[config.mk]
export PLATFORM = sky130hd
export DESIGN_NAME = msdap_out_deserializer_flat
export DESIGN_NICKNAME = d
export VERILOG_FILES = /design/src/rtl/msdap_out_deserializer_pkg.sv /design/src/rtl/msdap_out_deserializer_if.sv /design/src/rtl/msdap_out_deserializer_fifo.sv /design/src/rtl/msdap_out_deserializer.sv /design/src/flat_wrapper.sv
export SDC_FILE = /design/constraint.sdc
export NUM_CORES = 1
export LEC_CHECK = 0
export ABC_AREA = 1
export CELL_PAD_IN_SITES_DETAIL_PLACEMENT = 2
export CELL_PAD_IN_SITES_GLOBAL_PLACEMENT = 2
export CORE_MARGIN = 3
export CORE_UTILIZATION = 46
export CTS_BUF_LIST = sky130_fd_sc_hd__clkbuf_8
export CTS_CLUSTER_DIAMETER = 120
export CTS_CLUSTER_SIZE = 10
export DETAILED_ROUTE_END_ITERATION = 10
export GPL_TIMING_DRIVEN = 0
export PLACE_DENSITY = 0.92
export SYNTH_ARGS = -nofsm -noshare
export SYNTH_HDL_FRONTEND = slang
export SYNTH_HIERARCHICAL = 1
export SYNTH_SLANG_ARGS = --single-unit
[constraint.sdc]
create_clock -name Sclk -period 10.35 [get_ports Sclk]
set_input_delay 1.5525 -clock Sclk [delete_from_list [all_inputs] [get_ports Sclk]]
set_output_delay 1.5525 -clock Sclk [all_outputs]
set_load 0.05 [all_outputs]
[src/rtl/msdap_out_deserializer_pkg.sv]
// Shared types and constants for the MSDAP output capture stage.
package msdap_out_deserializer_pkg;

    localparam int MSDAP_OUT_W = 40;

    typedef logic [MSDAP_OUT_W-1:0] msdap_out_word_t;

    typedef struct packed {
        msdap_out_word_t l;
        msdap_out_word_t r;
    } msdap_stereo_word_t;

    // Bit-assembly state: IDLE means no partial word is held.
    typedef enum logic {
        ST_IDLE  = 1'b0,
        ST_SHIFT = 1'b1
    } des_state_t;

endpackage

[src/rtl/msdap_out_deserializer_if.sv]
// Valid/ready word bus between the deserializer (master) and its consumer (slave).
interface msdap_out_deserializer_if
    import msdap_out_deserializer_pkg::*;
#(
    parameter int WORD_W = MSDAP_OUT_W
);
    logic              Word_Valid;
    logic              Word_Ready;
    logic [WORD_W-1:0] WordL;
    logic [WORD_W-1:0] WordR;

    modport master (output Word_Valid, WordL, WordR, input  Word_Ready);
    modport slave  (input  Word_Valid, WordL, WordR, output Word_Ready);
endinterface

[src/rtl/msdap_out_deserializer_fifo.sv]
// msdap_sync_fifo: single-clock FIFO with synchronous active-high reset.
// A push into a full FIFO is accepted only when a pop happens on the same edge.
module msdap_sync_fifo #(
    parameter int WIDTH = 80,
    parameter int DEPTH = 4
) (
    input  logic                         i_clk,
    input  logic                         i_rst,
    input  logic                         i_push,
    input  logic [WIDTH-1:0]             i_wdata,
    input  logic                         i_pop,
    output logic [WIDTH-1:0]             o_rdata,
    output logic                         o_full,
    output logic                         o_empty,
    output logic [$clog2(DEPTH+1)-1:0]   o_count
);
    localparam int PTR_W = $clog2(DEPTH);
    localparam int CNT_W = $clog2(DEPTH+1);

    logic [WIDTH-1:0] r_mem [DEPTH];
    logic [PTR_W-1:0] r_wr_ptr, r_rd_ptr;
    logic [CNT_W-1:0] r_count;
    logic             w_do_push, w_do_pop;

    assign o_empty   = (r_count == '0);
    assign o_full    = (r_count == CNT_W'(DEPTH));
    assign w_do_pop  = i_pop && !o_empty;
    assign w_do_push = i_push && (!o_full || w_do_pop);
    assign o_count   = r_count;
    // Head is forced to zero when empty so the outputs never expose stale storage.
    assign o_rdata   = o_empty ? '0 : r_mem[r_rd_ptr];

    // Pointer and occupancy bookkeeping; pointers wrap naturally (DEPTH is a power of 2).
    always_ff @(posedge i_clk) begin
        if (i_rst) begin
            r_wr_ptr <= '0;
            r_rd_ptr <= '0;
            r_count  <= '0;
        end else begin
            if (w_do_push) r_wr_ptr <= r_wr_ptr + PTR_W'(1);
            if (w_do_pop)  r_rd_ptr <= r_rd_ptr + PTR_W'(1);
            case ({w_do_push, w_do_pop})
                2'b10:   r_count <= r_count + CNT_W'(1);
                2'b01:   r_count <= r_count - CNT_W'(1);
                default: r_count <= r_count;
            endcase
        end
    end

    // Word storage.
    // NOTE: storage is deliberately not reset; pointers and count define which entries are valid.
    always_ff @(posedge i_clk) begin
        if (w_do_push) r_mem[r_wr_ptr] <= i_wdata;
    end

endmodule

[src/rtl/msdap_out_deserializer.sv]
// Captures the MSDAP serial outputs (MSB first while OutReady is high) into stereo
// words, queues them in a small FIFO and flags truncated frames and FIFO overflow.
// Optional feature macro: OUTDES_XOR_CHECK_EN adds a serial reference compare.
module msdap_out_deserializer
    import msdap_out_deserializer_pkg::*;
#(
    parameter int WORD_W     = MSDAP_OUT_W,
    parameter int FIFO_DEPTH = 4
`ifdef OUTDES_XOR_CHECK_EN
    , parameter int CNT_W    = 16
`endif
) (
    input  logic                              Sclk,
    input  logic                              Reset,
    input  logic                              OutReady,
    input  logic                              OutputL,
    input  logic                              OutputR,
`ifdef OUTDES_XOR_CHECK_EN
    input  logic                              RefL,
    input  logic                              RefR,
    output logic                              Mismatch,
    output logic [CNT_W-1:0]                  Mismatch_Cnt,
`endif
    output logic [$clog2(FIFO_DEPTH+1)-1:0]   Fifo_Count,
    output logic                              Overflow,
    output logic                              Short_Err,
    msdap_out_deserializer_if.master          word_bus
);
    localparam int                BCNT_W   = $clog2(WORD_W);
    localparam logic [BCNT_W-1:0] LAST_BIT = BCNT_W'(WORD_W-1);

    des_state_t          r_state, w_state_next;
    logic [BCNT_W-1:0]   r_cnt;
    logic [WORD_W-2:0]   r_sreg_l, r_sreg_r;
    logic                r_short_err, r_overflow;
    logic                w_last, w_push, w_short, w_pop, w_drop;
    logic                w_empty, w_full;
    logic [WORD_W-1:0]   w_word_l, w_word_r;
    logic [2*WORD_W-1:0] w_head;

    assign w_last   = (r_cnt == LAST_BIT);
    assign w_word_l = {r_sreg_l, OutputL};
    assign w_word_r = {r_sreg_r, OutputR};
    assign w_pop    = !w_empty && word_bus.Word_Ready;
    assign w_drop   = w_push && w_full && !w_pop;

    // State register.
    // NOTE: sequential state uses non-blocking assignment so all flops update together.
    always_ff @(posedge Sclk) begin
        if (Reset) r_state <= ST_IDLE;
        else       r_state <= w_state_next;
    end

    // Next state: enter SHIFT on the first bit, leave on word completion or OutReady drop.
    // NOTE: the default assignment first keeps this block free of inferred latches.
    always_comb begin
        w_state_next = r_state;
        unique case (r_state)
            ST_IDLE:  if (OutReady)            w_state_next = ST_SHIFT;
            ST_SHIFT: if (!OutReady || w_last) w_state_next = ST_IDLE;
        endcase
    end

    // FSM outputs: push on the final bit, short-frame on OutReady low mid-word.
    always_comb begin
        w_push  = OutReady && w_last;
        w_short = (r_state == ST_SHIFT) && !OutReady;
    end

    // Bit counter and shift registers; an OutReady gap discards any partial word.
    always_ff @(posedge Sclk) begin
        if (Reset) begin
            r_cnt    <= '0;
            r_sreg_l <= '0;
            r_sreg_r <= '0;
        end else if (OutReady) begin
            r_sreg_l <= w_word_l[WORD_W-2:0];
            r_sreg_r <= w_word_r[WORD_W-2:0];
            r_cnt    <= w_last ? '0 : r_cnt + BCNT_W'(1);
        end else begin
            r_cnt    <= '0;
        end
    end

    // Error flags: one-cycle short-frame pulse and sticky overflow.
    always_ff @(posedge Sclk) begin
        if (Reset) begin
            r_short_err <= 1'b0;
            r_overflow  <= 1'b0;
        end else begin
            r_short_err <= w_short;
            r_overflow  <= r_overflow | w_drop;
        end
    end

    msdap_sync_fifo #(
        .WIDTH (2*WORD_W),
        .DEPTH (FIFO_DEPTH)
    ) u_fifo (
        .i_clk   (Sclk),
        .i_rst   (Reset),
        .i_push  (w_push),
        .i_wdata ({w_word_l, w_word_r}),
        .i_pop   (word_bus.Word_Ready),
        .o_rdata (w_head),
        .o_full  (w_full),
        .o_empty (w_empty),
        .o_count (Fifo_Count)
    );

    assign word_bus.Word_Valid = !w_empty;
    assign word_bus.WordL      = w_head[2*WORD_W-1:WORD_W];
    assign word_bus.WordR      = w_head[WORD_W-1:0];
    assign Short_Err           = r_short_err;
    assign Overflow            = r_overflow;

`ifdef OUTDES_XOR_CHECK_EN
    logic [WORD_W-2:0] r_ref_l, r_ref_r;
    logic              r_mismatch, w_diff;
    logic [CNT_W-1:0]  r_mis_cnt;

    assign w_diff = w_push && ({r_ref_l, RefL, r_ref_r, RefR} != {w_word_l, w_word_r});

    // Reference streams are shifted exactly like the data streams.
    always_ff @(posedge Sclk) begin
        if (Reset) begin
            r_ref_l <= '0;
            r_ref_r <= '0;
        end else if (OutReady) begin
            r_ref_l <= {r_ref_l[WORD_W-3:0], RefL};
            r_ref_r <= {r_ref_r[WORD_W-3:0], RefR};
        end
    end

    // Compare on each completed word; the counter saturates at all-ones.
    always_ff @(posedge Sclk) begin
        if (Reset) begin
            r_mismatch <= 1'b0;
            r_mis_cnt  <= '0;
        end else begin
            r_mismatch <= w_diff;
            if (w_diff && (r_mis_cnt != '1)) r_mis_cnt <= r_mis_cnt + CNT_W'(1);
        end
    end

    assign Mismatch     = r_mismatch;
    assign Mismatch_Cnt = r_mis_cnt;
`endif

endmodule

[src/flat_wrapper.sv]
// flat-port wrapper written by rule: the top's interface ports become plain ports
module msdap_out_deserializer_flat import msdap_out_deserializer_pkg::*;
#(
    parameter int WORD_W     = MSDAP_OUT_W,
    parameter int FIFO_DEPTH = 4

)
  (Sclk, Reset, OutReady, OutputL, OutputR, Fifo_Count, Overflow, Short_Err, word_bus_Word_Valid, word_bus_WordL, word_bus_WordR, word_bus_Word_Ready);
  msdap_out_deserializer_if #(.WORD_W(WORD_W)) word_bus_i ();
  input  logic Sclk;
  input  logic Reset;
  input  logic OutReady;
  input  logic OutputL;
  input  logic OutputR;
  output logic [$clog2(FIFO_DEPTH+1)-1:0] Fifo_Count;
  output logic Overflow;
  output logic Short_Err;
  output wire logic [$bits(word_bus_i.Word_Valid)-1:0] word_bus_Word_Valid;
  output wire logic [$bits(word_bus_i.WordL)-1:0] word_bus_WordL;
  output wire logic [$bits(word_bus_i.WordR)-1:0] word_bus_WordR;
  input wire logic [$bits(word_bus_i.Word_Ready)-1:0] word_bus_Word_Ready;
  assign word_bus_Word_Valid = word_bus_i.Word_Valid;
  assign word_bus_WordL = word_bus_i.WordL;
  assign word_bus_WordR = word_bus_i.WordR;
  assign word_bus_i.Word_Ready = word_bus_Word_Ready;
  msdap_out_deserializer #(.WORD_W(WORD_W), .FIFO_DEPTH(FIFO_DEPTH)) u_core (.Sclk(Sclk), .Reset(Reset), .OutReady(OutReady), .OutputL(OutputL), .OutputR(OutputR), .Fifo_Count(Fifo_Count), .Overflow(Overflow), .Short_Err(Short_Err), .word_bus(word_bus_i));
endmodule
==> impl_metrics.csv, run 1 <==
group,metric,value,unit
outcome,status,"finished clean",
synth,synth_async_sr_flop_share,0,
final_layout,layout-drive-gt1-share,0.0985,
power_and_ir_drop,irDropWorstVdd,0.182,mV
synth,yosysMostFrequentCell,"nor2_1",
route,post_drt_via_cell_ratio,5.94,
power_and_ir_drop,pwr_density_cell,158,mW/mm^2
place,hpwl,35600,microns
final_layout,nets,1476,
die,start_util,0.470,
hold_path,min_delay_worst_endpoint,"u_core/r_cnt[0]",
timing,maxSlewHeadroom,0.297,
route,wirelength_met1,23100,microns
place,place_area,0.0176,sq mm
cts,cts_hold_buffers,0,
critical_path,cp_max_fo,10,
die,die-area,0.0368,sq mm
route,drt_iter0_markers,998,
critical_path,reg2regPathDepth,8,
synth,yosysWarnings,6,
critical_path,end_kind,"output pin",
hold_path,min_from,"u_core/r_cnt[0]",
timing,min_period,4.99,ns
synth,yosysTopAreaCellShare,0.606,
final_layout,areaGrowthSynthToFinish,16.2,%
route,top_layer_used,"met5",
synth,yosysSeqAreaShare,0.727,
route,postRouteAntennaNets,0,
route,vias,11600,
critical_path,required,8.80,ns
cts,cts_buffers,47,
hold_path,whs_path_depth,1,
timing,tns,0,ns
hold_path,hold_path_class,"reg2reg",
die,ioPinCount,92,
final_layout,final_util,0.546,
cts,cts_htree_levels,2,
route,drc,0,
final_layout,antenna_cells,0,
die,num_rows,67,
grt,track_usage,0.330,
synth,syn_nets,1325,
grt,grt_max_degree,31,
cts,cts_resized,0,
final_layout,stdcell_count,1950,
cts,clockBufferDepth,3,
final_layout,design_area,0.0184,sq mm
critical_path,startpoint_type,"register",
cts,cts_tree,"yes",
critical_path,slowest_delay,0.89,ns
die,fp.dieH,192,microns
critical_path,cp_slowest_cell,"clkdlybuf4s50_1",
die,fp.dieW,192,microns
cts,cts_sinks,416,
place,place_congestion,0.749,
die,core,0.0338,sq mm
place,placed_cells,1863,
synth,yosysTopAreaCell,"edfxtp_1",
timing,max_freq,0.201,GHz
synth,synth_cells,1313,
synth,yosys_register_bits,416,
critical_path,cp_cell_sequence,"buf_2, inv_2, clkbuf_1, nor2_1, o21ai_0, a21oi_1, clkdlybuf4s50_1",
grt,grt_pass1_wl,88700,microns
timing,setup_viol,0,
job,cap_viol_max_count,0,
synth,syn_area,0.0159,sq mm
route,route.met2.wl,30900,microns
route,dr.pass1.iters,5,
critical_path,r2r_end,"u_core/u_fifo/r_mem[0][25]",
grt,grt_pass1_vias,13000,
cts,post_cts_buffers,0,
synth,synthTopCellsByArea,"edfxtp_1, dfxtp_1, nor2_1",
power_and_ir_drop,p_leak,6.28,nW
synth,synth-edff-count,320,
timing,rsz0062_at_grt,"no",
synth,synth_cell_types,27,
power_and_ir_drop,power,2.91,mW
final_layout,fillers,3158,
synth,synth_commonest_cells,"nor2_1, edfxtp_1, inv_1, o21ai_0, dfxtp_1",
timing,worstMarginPinSlew,1.05,ns
timing,fin_worst_skew,0.0305,ns
synth,syn_area_per_cell,12.1,sq um
timing,period_share,0.482,
critical_path,r2r_slack,6.97,ns
cts,clk_pin_slew,0.08,ns
critical_path,crit_arrival,3.43,ns
grt,grt-ovfl-total,0,
cts,clk-insertion-delay-late,0.62,ns
route,drt_wl_total,60200,microns
critical_path,rr_startpoint,"u_core/r_cnt[1]",
route,dr_wl_met3,2990,microns
synth,ys.flop_type,"edfxtp_1",
timing,maxSlewViolCount,0,
place,io_buffers,91,
critical_path,critical_path_class,"reg2out",
grt,antenna_found_initial,1,
cts,root_buffer,"clkbuf_8",
route,wl_per_cell,30.8,microns
timing,report.final.hold_viol_count,0,
-- stage by stage --
stage	hold WS [ns]	setup slack (ns)
floorplan	0.412	4.58
global placement	0.425	0.951
detailed placement	0.467	6.03
CTS	0.496	5.41
global route	0.518	5.32
finish	0.501	5.36
-- layer usage --
| layer | GRT usage | up-vias |
|---|---|---|
| li1 | - | 4861 |
| met1 | 0.397 | 6068 |
| met2 | 0.577 | 467 |
| met3 | 0.0502 | 191 |
| met4 | 0.165 | 2 |
| met5 | 0 | - |
-- state kept, by name, indices dropped and copies added, names as in the netlist, named ones only --
| name | cells |
|---|---|
| u_core/r_state | 1 |
| u_core/u_fifo/o_count | 3 |
| u_core/r_cnt | 6 |
| u_core/u_fifo/r_wr_ptr | 2 |
| u_core/Overflow | 1 |
| u_core/Short_Err | 1 |
| u_core/u_fifo/r_mem | 320 |
| u_core/u_fifo/r_rd_ptr | 2 |
| u_core/r_sreg_r | 39 |
| u_core/r_sreg_l | 39 |
-- worst max-delay path: cells and delay by family (launching register included) --
| family | cells | cell delay [ns] |
|---|---|---|
| flip-flops | 1 | 0.33 |
| buffers and inverters | 4 | 1.83 |
| AO/OA/AOI/OAI | 2 | 0.44 |
| AND/OR/NAND/NOR | 1 | 0.22 |
-- final cells by class --
cell class,count,area (sq um),share of cell area
Sequential cell,416,11500,0.625
Multi-Input combinational cell,714,3490,0.189
Timing Repair Buffer,102,1140,0.0618
Clock buffer,49,674,0.0366
Tap cell,448,561,0.0304
Buffer,76,465,0.0252
Inverter,107,404,0.0219
Clock inverter,38,169,0.00916
-- worst max path at each step --
stage | end
floorplan | u_core/u_fifo/r_mem[0][0]
global placement | u_core/u_fifo/r_mem[1][26]
detailed placement | u_core/u_fifo/r_mem[1][29]
CTS | word_bus_WordL[32]
global route | word_bus_WordL[22]
finish | word_bus_WordL[21]
-- cells in the final DEF, fill, tap and decap left out --
| cell type | netlist | final |
|---|---|---|
| nand4_1 | 1 | 1 |
| fa_1 | 1 | 1 |
| nand3_1 | 9 | 9 |
| bufinv_16 | 0 | 1 |
| a21boi_0 | 1 | 1 |
| clkdlybuf4s50_1 | 0 | 91 |
| buf_12 | 0 | 10 |
| inv_4 | 1 | 1 |
| xor2_1 | 1 | 1 |
| a21oi_1 | 88 | 88 |
| o21ai_1 | 72 | 72 |
| nor3_1 | 1 | 1 |
| buf_16 | 0 | 1 |
| inv_1 | 102 | 139 |
| nor2_1 | 341 | 337 |
| clkbuf_1 | 27 | 27 |
| inv_2 | 4 | 4 |
| buf_6 | 18 | 18 |
| ha_1 | 5 | 5 |
| nand2_2 | 2 | 2 |
| buf_4 | 4 | 4 |
| dfxtp_1 | 96 | 96 |
| buf_2 | 15 | 15 |
| edfxtp_1 | 320 | 320 |
| o22ai_2 | 29 | 29 |
| o21ai_2 | 1 | 1 |
| buf_1 | 3 | 3 |
| clkbuf_8 | 0 | 49 |
| nand2_1 | 19 | 19 |
| clkbuf_2 | 9 | 9 |
| nor2_4 | 0 | 4 |
| o21ai_0 | 98 | 98 |
| o22ai_1 | 45 | 45 |
-- cell families (layout without fill, tap and decap cells) --
kind of cell	count (synthesis)	after routing	synth area share
compound gates	334	334	0.123
xor+xnor	1	1	0.000552
fa+ha+maj	6	6	0.00521
buf+inv	183	372	0.0548
flops	416	416	0.727
simple gates	373	373	0.0895
-- report_power, final --
group / leakage, nW / switching (mW) / internal (mW)
logic: 1.98 / 0.0248 / 0.00923
registers: 3.74 / 0.00211 / 1.77
clock network: 0.564 / 0.631 / 0.464
total: 6.28 / 0.658 / 2.25
(Power assumes the default switching activity.)
==> run 2, diff against run 1 <==
--- a/config.mk
+++ b/config.mk
@@ -9,13 +9,13 @@
 export CELL_PAD_IN_SITES_DETAIL_PLACEMENT = 2
 export CELL_PAD_IN_SITES_GLOBAL_PLACEMENT = 2
 export CORE_MARGIN = 3
-export CORE_UTILIZATION = 46
+export CORE_UTILIZATION = 42
 export CTS_BUF_LIST = sky130_fd_sc_hd__clkbuf_8
 export CTS_CLUSTER_DIAMETER = 120
 export CTS_CLUSTER_SIZE = 10
 export DETAILED_ROUTE_END_ITERATION = 10
 export GPL_TIMING_DRIVEN = 0
-export PLACE_DENSITY = 0.92
+export PLACE_DENSITY = 0.86
 export SYNTH_ARGS = -nofsm -noshare
 export SYNTH_HDL_FRONTEND = slang
 export SYNTH_HIERARCHICAL = 1
==> constraint.sdc (replaced) <==
create_clock -name Sclk -period 5.2 [get_ports Sclk]
set_input_delay 0.78 -clock Sclk [delete_from_list [all_inputs] [get_ports Sclk]]
set_output_delay 0.78 -clock Sclk [all_outputs]
set_load 0.05 [all_outputs]
==> impl_metrics.csv, run 2 (synthesized netlist as in run 1, its figures left out) <==
group,metric,value,unit
outcome,status,"finished clean",
cts,cts_hold_buffers,0,
place,place_ws,1.63,ns
critical_path,cp_max_fo,10,
critical_path,critical_path_class,"reg2out",
place,place_congestion,0.746,
cts,clk-insertion-delay-late,0.60,ns
timing,period_share,0.808,
critical_path,required,4.42,ns
timing,setup_viol,0,
power_and_ir_drop,power.internal,4.44,mW
die,start_util,0.429,
cts,clk_pin_slew,0.07,ns
power_and_ir_drop,irDropWorstVdd,0.186,mV
final_layout,mostFrequentLayoutCell,"nor2_1",
critical_path,startpoint_type,"register",
job,cap_viol_max_count,0,
cts,cts_tree,"yes",
timing,maxSlewViolCount,0,
timing,min_period,4.20,ns
power_and_ir_drop,power_switching_share,0.214,
die,fp.dieH,200,microns
place,placed_cells,1921,
route,drc,0,
final_layout,reg.largest.list,"u_core/u_fifo/r_mem: 320 flops, u_core/r_sreg_l: 39 flops, u_core/r_sreg_r: 39 flops",
final_layout,nets,1478,
final_layout,layout-drive-gt1-share,0.100,
die,core,0.0370,sq mm
die,die-area,0.0401,sq mm
timing,rsz0062_at_grt,"no",
critical_path,crit_arrival,3.42,ns
grt,track_usage,0.245,
cts,post_cts_buffers,0,
place,io_buffers,91,
timing,worstMarginPinSlew,0.804,ns
timing,fin_ws,0.999,ns
timing,report.final.hold_viol_count,0,
route,dr.pass1.iters,5,
die,num_rows,70,
final_layout,areaGrowthSynthToFinish,16.9,%
timing,maxSlewHeadroom,0.462,
cts,cts_resized,0,
final_layout,final_cell_mix,"nor2_1, edfxtp_1, inv_1",
route,post_drt_via_cell_ratio,5.45,
cts,cts_buffers,47,
final_layout,antenna_cells,0,
power_and_ir_drop,clkPwrFrac,0.363,
critical_path,end_kind,"output pin",
cts,cts_htree_levels,2,
cts,clockBufferDepth,3,
cts,cts_sinks,416,
cts,root_buffer,"clkbuf_8",
route,vias,10900,
final_layout,largest-register,"u_core/u_fifo/r_mem",
route,drt_wl_total,50100,microns
timing,fin_worst_skew,0.0293,ns
grt,grt-ovfl-total,0,
route,postRouteAntennaNets,0,
power_and_ir_drop,p_seq_frac,0.625,
timing,tns,0,ns
grt,grt_pass1_wl,75900,microns
power_and_ir_drop,power_switching,1.21,mW
die,ioPinCount,92,
power_and_ir_drop,pwr-share-comb,0.011,
grt,grt_max_degree,29,
power_and_ir_drop,p_leak,6.28,nW
grt,antenna_found_initial,0,
timing,max_freq,0.238,GHz
power_and_ir_drop,pwr_density_cell,305,mW/mm^2
hold_path,hold_path_class,"reg2reg",
final_layout,largest_register_ffs,320,
grt,grt_pass1_vias,12700,
final_layout,stdcell_count,2004,
place,hpwl,33200,microns
route,wl_per_cell,25.0,microns
route,drt_iter0_markers,685,
die,fp.dieW,200,microns
==> run 2: changes by cell type in the layout (fill, tap and decap cells not counted) <==
cell	change
inv_6	+2
buf_16	+3
inv_1	-4
buf_12	-1
clkbuf_8	-2
==> run 2: metal layers <==
metal  track usage  wire length (microns)
met1         0.294                  19900
met2         0.453                  26500
met3        0.0333                   2110
met4        0.0866                   1600
met5             0                      0
==> run 2: worst max-delay path, stage by stage, from the launching register on <==
cell	delay, ns
dfxtp_1	0.32
buf_2	0.33
inv_2	0.22
clkbuf_1	0.33
nor2_1	0.19
o21ai_0	0.15
a21oi_1	0.39
clkdlybuf4s50_1	0.90
==> run 2: worst paths after layout <==
path                            slack (ns)  cells after the start                         end       startpoint
worst min register to register        0.46                      2            u_core/Short_Err   u_core/r_state
worst max register to register        2.10                      9  u_core/u_fifo/r_mem[3][21]  u_core/r_cnt[0]
worst max-delay path                   1.0                      7          word_bus_WordL[21]         register
worst min-delay path                  0.46                      2            u_core/Short_Err   u_core/r_state
==> run 2: area by class of cell <==
type	count	area, sq um
plain buffers	76	465
multi-input cells	714	3490
inverters	107	404
repair buffers	104	1200
clock buffers	47	647
fillers	3619	18400
clock inverters	36	171
well taps	504	631
flip-flops and latches	416	11500
==> run 2: per-stage QoR <==
step / utilization / hold slack [ns] / instance area, sq um / power [mW]
global placement: 0.471 / 0.423 / 17400 / 3.67
detailed placement: 0.480 / 0.433 / 17700 / 3.67
finish: 0.502 / 0.465 / 18500 / 5.65
global route: 0.502 / 0.488 / 18500 / 5.85
CTS: 0.502 / 0.461 / 18500 / 5.72
floorplan: - / 0.412 / 15900 / 3.65
==> run 2: power groups by stage <==
stage / clock network [mW] / registers, mW / logic [mW]
5_1_grt: 2.25 / 3.53 / 0.0672
6_report: 2.06 / 3.54 / 0.0636
4_1_cts: 2.12 / 3.53 / 0.0633
3_5_place_dp: 0 / 3.61 / 0.0620
3_3_place_gp: 0 / 3.61 / 0.0593
2_1_floorplan: 0 / 3.61 / 0.0359
